==> src/rtl/smc_mem_responder_lite16.sv <==
// -----------------------------------------------------------------------------
// smc_mem_responder_lite16
//
// Memory-side responder for a static memory controller bus. Holds a small
// 2**AW x DW register-file memory and answers chip-select / output-enable /
// write-enable strobes from the controller with a configurable read latency.
//
// Ports
//   sys_clk16         in   system clock, rising edge
//   n_sys_reset16     in   asynchronous active-low reset
//   smc_n_cs16        in   chip select, active-low
//   smc_n_oe16        in   read strobe, active-low
//   smc_n_we16        in   write strobe, active-low
//   smc_n_be16        in   byte lanes, active-low (DW/8 bits)
//   smc_addr16        in   word address (AW bits)
//   smc_data_out16    in   write data from controller (DW bits)
//   smc_data_in16     out  read data to controller, zero unless valid
//   rsp_data_valid16  out  read data valid
//   rsp_state16       out  registered state: 0 IDLE, 1 SELECT, 2 READ, 3 WRITE
//   rsp_err16         out  sticky protocol error
//   err_clr16         in   clears rsp_err16 (a same-cycle set wins)
// -----------------------------------------------------------------------------
module smc_mem_responder_lite16 #(
    parameter int unsigned AW     = 4,
    parameter int unsigned DW     = 32,
    parameter int unsigned RD_LAT = 2
) (
    input  logic              sys_clk16,
    input  logic              n_sys_reset16,
    input  logic              smc_n_cs16,
    input  logic              smc_n_oe16,
    input  logic              smc_n_we16,
    input  logic [DW/8-1:0]   smc_n_be16,
    input  logic [AW-1:0]     smc_addr16,
    input  logic [DW-1:0]     smc_data_out16,
    output logic [DW-1:0]     smc_data_in16,
    output logic              rsp_data_valid16,
    output logic [1:0]        rsp_state16,
    output logic              rsp_err16,
    input  logic              err_clr16
);

    localparam int unsigned NumBytes = DW / 8;
    localparam int unsigned NumWords = 2 ** AW;
    localparam logic [2:0]  LatInit  = 3'(RD_LAT);

    typedef enum logic [1:0] {
        StIdle   = 2'd0,
        StSelect = 2'd1,
        StRead   = 2'd2,
        StWrite  = 2'd3
    } state_e;

    state_e              r_state;
    state_e              w_state_nxt;
    logic [2:0]          r_cnt;
    logic [2:0]          w_cnt_nxt;

    // Write capture registers; committed to memory when the write strobe ends.
    logic [AW-1:0]       r_wr_addr;
    logic [DW-1:0]       r_wr_data;
    logic [NumBytes-1:0] r_wr_be;
    logic                r_wr_abort;
    logic                w_wr_abort_nxt;

    logic                w_capture;
    logic                w_commit;
    logic                w_rd_fire;
    logic                w_err_set;

    logic [DW-1:0]       r_mem [NumWords];
    logic [DW-1:0]       r_rd_data;
    logic                r_rd_valid;
    logic                r_err;

    // -------------------------------------------------------------------------
    // Next-state and control decode
    // -------------------------------------------------------------------------
    always_comb begin
        w_state_nxt    = r_state;
        w_cnt_nxt      = r_cnt;
        w_wr_abort_nxt = r_wr_abort;
        w_capture      = 1'b0;
        w_commit       = 1'b0;
        w_rd_fire      = 1'b0;
        w_err_set      = 1'b0;

        unique case (r_state)
            StIdle: begin
                if (!smc_n_cs16) begin
                    w_state_nxt = StSelect;
                end
            end

            StSelect: begin
                if (smc_n_cs16) begin
                    w_state_nxt = StIdle;
                end else if (!smc_n_oe16 && smc_n_we16) begin
                    w_state_nxt = StRead;
                    w_cnt_nxt   = LatInit;
                end else if (!smc_n_we16 && smc_n_oe16) begin
                    // The bus already carries the write beat on the strobe's
                    // first cycle, so capture it on the way into WRITE.
                    w_state_nxt    = StWrite;
                    w_capture      = 1'b1;
                    w_wr_abort_nxt = 1'b0;
                end else if (!smc_n_we16 && !smc_n_oe16) begin
                    w_err_set = 1'b1;
                end
            end

            StRead: begin
                if (smc_n_oe16 || smc_n_cs16) begin
                    w_state_nxt = smc_n_cs16 ? StIdle : StSelect;
                    w_cnt_nxt   = 3'd0;
                    // Strobe released before the latency elapsed.
                    if (r_cnt != 3'd0) begin
                        w_err_set = 1'b1;
                    end
                end else if (r_cnt != 3'd0) begin
                    w_cnt_nxt = r_cnt - 3'd1;
                end else begin
                    w_rd_fire = 1'b1;
                end
            end

            StWrite: begin
                if (smc_n_we16 || smc_n_cs16) begin
                    w_state_nxt    = smc_n_cs16 ? StIdle : StSelect;
                    w_commit       = !r_wr_abort;
                    w_wr_abort_nxt = 1'b0;
                end else if (!smc_n_oe16) begin
                    // Conflicting strobes poison the whole write.
                    w_err_set      = 1'b1;
                    w_wr_abort_nxt = 1'b1;
                end else begin
                    w_capture = 1'b1;
                end
            end

            default: begin
                w_state_nxt = StIdle;
            end
        endcase
    end

    // -------------------------------------------------------------------------
    // State, counter, capture and response registers
    // -------------------------------------------------------------------------
    always_ff @(posedge sys_clk16 or negedge n_sys_reset16) begin
        if (!n_sys_reset16) begin
            r_state    <= StIdle;
            r_cnt      <= 3'd0;
            r_wr_addr  <= '0;
            r_wr_data  <= '0;
            r_wr_be    <= '0;
            r_wr_abort <= 1'b0;
        end else begin
            r_state    <= w_state_nxt;
            r_cnt      <= w_cnt_nxt;
            r_wr_abort <= w_wr_abort_nxt;
            if (w_capture) begin
                r_wr_addr <= smc_addr16;
                r_wr_data <= smc_data_out16;
                r_wr_be   <= smc_n_be16;
            end
        end
    end

    // Read data register is zeroed in every cycle that does not deliver data,
    // which keeps the output at 0 whenever valid is low.
    always_ff @(posedge sys_clk16 or negedge n_sys_reset16) begin
        if (!n_sys_reset16) begin
            r_rd_data  <= '0;
            r_rd_valid <= 1'b0;
        end else if (w_rd_fire) begin
            r_rd_data  <= r_mem[smc_addr16];
            r_rd_valid <= 1'b1;
        end else begin
            r_rd_data  <= '0;
            r_rd_valid <= 1'b0;
        end
    end

    always_ff @(posedge sys_clk16 or negedge n_sys_reset16) begin
        if (!n_sys_reset16) begin
            r_err <= 1'b0;
        end else if (w_err_set) begin
            r_err <= 1'b1;
        end else if (err_clr16) begin
            r_err <= 1'b0;
        end
    end

    // -------------------------------------------------------------------------
    // Storage: byte-lane write on commit, whole array cleared by reset
    // -------------------------------------------------------------------------
    always_ff @(posedge sys_clk16 or negedge n_sys_reset16) begin
        if (!n_sys_reset16) begin
            for (int w = 0; w < int'(NumWords); w++) begin
                r_mem[w] <= '0;
            end
        end else if (w_commit) begin
            for (int b = 0; b < int'(NumBytes); b++) begin
                if (!r_wr_be[b]) begin
                    r_mem[r_wr_addr][b*8 +: 8] <= r_wr_data[b*8 +: 8];
                end
            end
        end
    end

    assign smc_data_in16    = r_rd_data;
    assign rsp_data_valid16 = r_rd_valid;
    assign rsp_state16      = r_state;
    assign rsp_err16        = r_err;

endmodule

==> config.mk <==
export PLATFORM = sky130hd
export DESIGN_NAME = smc_mem_responder_lite16
export DESIGN_NICKNAME = d
export VERILOG_FILES = /design/src/rtl/smc_mem_responder_lite16.sv
export SDC_FILE = /design/constraint.sdc
export NUM_CORES = 1
export LEC_CHECK = 0
export BUFFER_PORTS_ARGS = -buffer_cell sky130_fd_sc_hd__buf_2
export CAP_MARGIN = 20
export CORE_AREA = 4 4 248 250
export DETAILED_ROUTE_END_ITERATION = 8
export DIE_AREA = 0 0 252 254
export PLACE_DENSITY = 0.7
export REMOVE_ABC_BUFFERS = 1
export SKIP_CTS_REPAIR_TIMING = 1
export SLEW_MARGIN = 10
export SYNTH_ARGS = -nofsm -noshare
export SYNTH_HDL_FRONTEND = slang
export SYNTH_SLANG_ARGS = --single-unit
==> constraint.sdc <==
create_clock -name sys_clk16 -period 3.6 [get_ports sys_clk16]
set_input_delay 0.54 -clock sys_clk16 [delete_from_list [all_inputs] [get_ports sys_clk16]]
set_output_delay 0.54 -clock sys_clk16 [all_outputs]
set_load 0.01 [all_outputs]
==> metrics <==
outcome finished with violations; failing checks negative hold slack; port bufs 81; class of the most critical setup path register to register; first-pass iteration count of the detailed router 5; max-cap viol count 0; worst-case hold slack -0.0323 ns; H-Tree Level Count 2; post-CTS clock slew at the launch and capture registers of the worst setup and hold paths 0.06 ns; vias in the first global route 15,700; worst relative slew slack 0.332; Synth Instances 1,578; largest net degree at the start of global routing ~110; area taken by multi-input logic gates 11,200 sq um; register area share after synthesis 0.559; synth-to-layout area growth 13.2%; Std-Cell Rows 89; via total after detailed routing 14,200; antenna violations before repair 1; DIE AREA 64,000 sq um; final count of hold timing violations 6; detailed-route DRC error count 0; FILL cells 4,830; post-route total power 16,200 uW; final clock period utilization by the worst path 0.762; required time reported for the critical path endpoint 4.10 ns; number of diodes added for antenna fixing 0; Skew-Pair Late Insertion Delay 0.63 ns; largest buffer count on any clock path 3; endpoint class of the critical path register; category of the worst setup path launch point register; clock buffers created by TritonCTS a little over 60; register bit total from synthesis 592; fraction of synthesis flops using an asynchronous set or reset pin 1.00; worst setup margin 0.859 ns; Primary FF master, synth sky130_fd_sc_hd__dfrtp_1; GR Overflow Total 0; final setup violation count 0; WL final 58,900 microns; number of flops mapped to enable cells by yosys 0; effective utilization at floorplan 0.449; per-instance average area after synthesis 16.8 sq um; unrepaired setup endpoints after global routing false; Netlist Area Pre-Place roughly 26,000 sq um; global router's overall resource usage 0.187; Detail Route Antenna Nets 0; accumulated negative setup slack 0 ns; VDD IR max 0.000415 V; HPWL reported at the end of detailed placement 37,300 microns; clock skew 0.0167 ns; final count of pins violating max slew 0; TritonCTS clock tree yes; Hold Crit Class input pin to async pin; proportion of layout cells with a drive suffix above 1 0.563; number of vias per cell after detailed routing 5.71; most common library cell in the layout ignoring fill and taps sky130_fd_sc_hd__dfrtp_1; Power per Cell Area 539 nW/um^2; slowest stage cell, crit path sky130_fd_sc_hd__or3b_2; total number of nets in the final design 1,718; register area 14,800 sq um; fraction of the core area covered by cells at the end of the flow 0.508; most frequent cells in the layout 592 x sky130_fd_sc_hd__dfrtp_1, 523 x sky130_fd_sc_hd__mux2_2, 126 x sky130_fd_sc_hd__mux4_2; total clock sinks a little under 600; count of distinct cell types in the synthesized netlist 46; height of the die 254 microns; Leakage Power 0.0150 uW; Post-Place Setup Slack 0.710 ns; Iteration-0 DRC Markers 811; wire length of the first global-routing pass 93,500 microns; highest clock frequency the design can meet 365 MHz; minimum clock period 2.74 ns; count of yosys warnings during synthesis 0; Routability Congestion 0.789; worst-margin pin slew 1.00 ns; core outline area 59,000 sq um; routed length per instance ~24 microns; num ports 82; critical path data arrival time 3.25 ns; largest stage delay on the critical path 0.76 ns; cells traversed along the worst timing path o211a_1 > or3b_2 > nor2_2 > mux2_2; biggest fanout along the worst timing path 11; root buf cell sky130_fd_sc_hd__clkbuf_16; horizontal die dimension 252 microns
==> cell type report <==
| class | instances | share of cell area |
|---|---|---|
| clock inverter | 13 | 0.00592 |
| clock buffer | 98 | 0.0653 |
| inverter | 5 | 0.000626 |
| sequential | 592 | 0.494 |
| tap | 773 | 0.0322 |
| timing repair buffer | 121 | 0.0285 |
| multi-input combinational | 889 | 0.374 |
==> cell families (layout without fill, tap and decap cells) <==
kind of cell / after synthesis / in the layout / synth area share
multiplexers: 683 / 683 / 0.347
buffers and inverters: 97 / 237 / 0.0185
flip-flops: 592 / 592 / 0.559
AND/OR/NAND/NOR: 121 / 121 / 0.0476
AO/OA/AOI/OAI: 83 / 83 / 0.0268
adder cells (fa/ha/maj): 2 / 2 / 0.000944
==> cell usage after synthesis (9+ instances only) <==
master / n / share of area
sky130_fd_sc_hd__a21oi_1: 9 / 0.0017
sky130_fd_sc_hd__buf_2: 19 / 0.0036
sky130_fd_sc_hd__nand2_1: 13 / 0.0018
sky130_fd_sc_hd__dfrtp_1: 592 / 0.56
sky130_fd_sc_hd__a22o_1: 31 / 0.010
sky130_fd_sc_hd__buf_1: 36 / 0.0051
sky130_fd_sc_hd__mux2_4: 24 / 0.014
sky130_fd_sc_hd__clkbuf_1: 27 / 0.0038
sky130_fd_sc_hd__mux4_2: 126 / 0.11
sky130_fd_sc_hd__mux2_2: 523 / 0.22
sky130_fd_sc_hd__nor2_2: 25 / 0.0059
sky130_fd_sc_hd__a221o_1: 31 / 0.012
sky130_fd_sc_hd__nand3_1: 9 / 0.0017
sky130_fd_sc_hd__nor2_1: 12 / 0.0017
sky130_fd_sc_hd__nor2_8: 40 / 0.030
==> flip-flops by register name, indices dropped and copies added, names as in the netlist <==
| signal | cells |
|---|---|
| r_mem | 512 |
| r_wr_data | 32 |
| smc_data_in16 | 32 |
| r_wr_addr | 4 |
| r_wr_be | 4 |
| r_cnt | 3 |
| rsp_state16 | 2 |
| r_wr_abort | 1 |
| rsp_data_valid16 | 1 |
| rsp_err16 | 1 |
==> through the flow <==
stage | cells | cell area, sq um
floorplan | 1486 | 26000
global placement | 2380 | 27900
detailed placement | 2380 | 27900
CTS | 2491 | 30000
global route | 2491 | 30000
finish | 2491 | 30000
==> where the power goes <==
group	internal, uW	switching [uW]
Sequential	7310	731
Combinational	876	669
Clock	3980	2610
Total	12200	4010
==> metal layers <==
| layer | vias up | wire length [microns] | track usage |
|---|---|---|---|
| met3 | 83 | 2030 | 0.0257 |
| met2 | 228 | 29800 | 0.319 |
| met1 | 7793 | 25800 | 0.255 |
| met4 | 0 | 1250 | 0.0478 |
| li1 | 6124 | - | - |
| met5 | - | 0 | 0 |
==> path summary, 6_finish.rpt <==
| check | start | endpoint | slack (ns) | depth (start not counted) |
|---|---|---|---|---|
| worst max-delay path | rsp_state16[0] | r_mem[35] | 0.86 | 4 |
| worst min-delay path | n_sys_reset16 | r_wr_data[31] | -0.03 | 1 |
| worst max register to register | rsp_state16[0] | r_mem[35] | 0.86 | 4 |
| worst min register to register | r_mem[279] | r_mem[279] | 0.48 | 1 |
| max in group asynchronous | n_sys_reset16 | r_mem[479] | 2.51 | 2 |
| min in group sys_clk16 | smc_data_out16[29] | r_wr_data[29] | 0.14 | 2 |
==> critical path, delay by kind of cell (launching register included) <==
family             cells  cell delay, ns
DFF                    1            0.51
and+or+nand+nor        2            1.36
AOI/OAI and AO/OA      1            0.33
muxes                  1            0.41
Note: power is estimated with default switching activity, not from simulation.
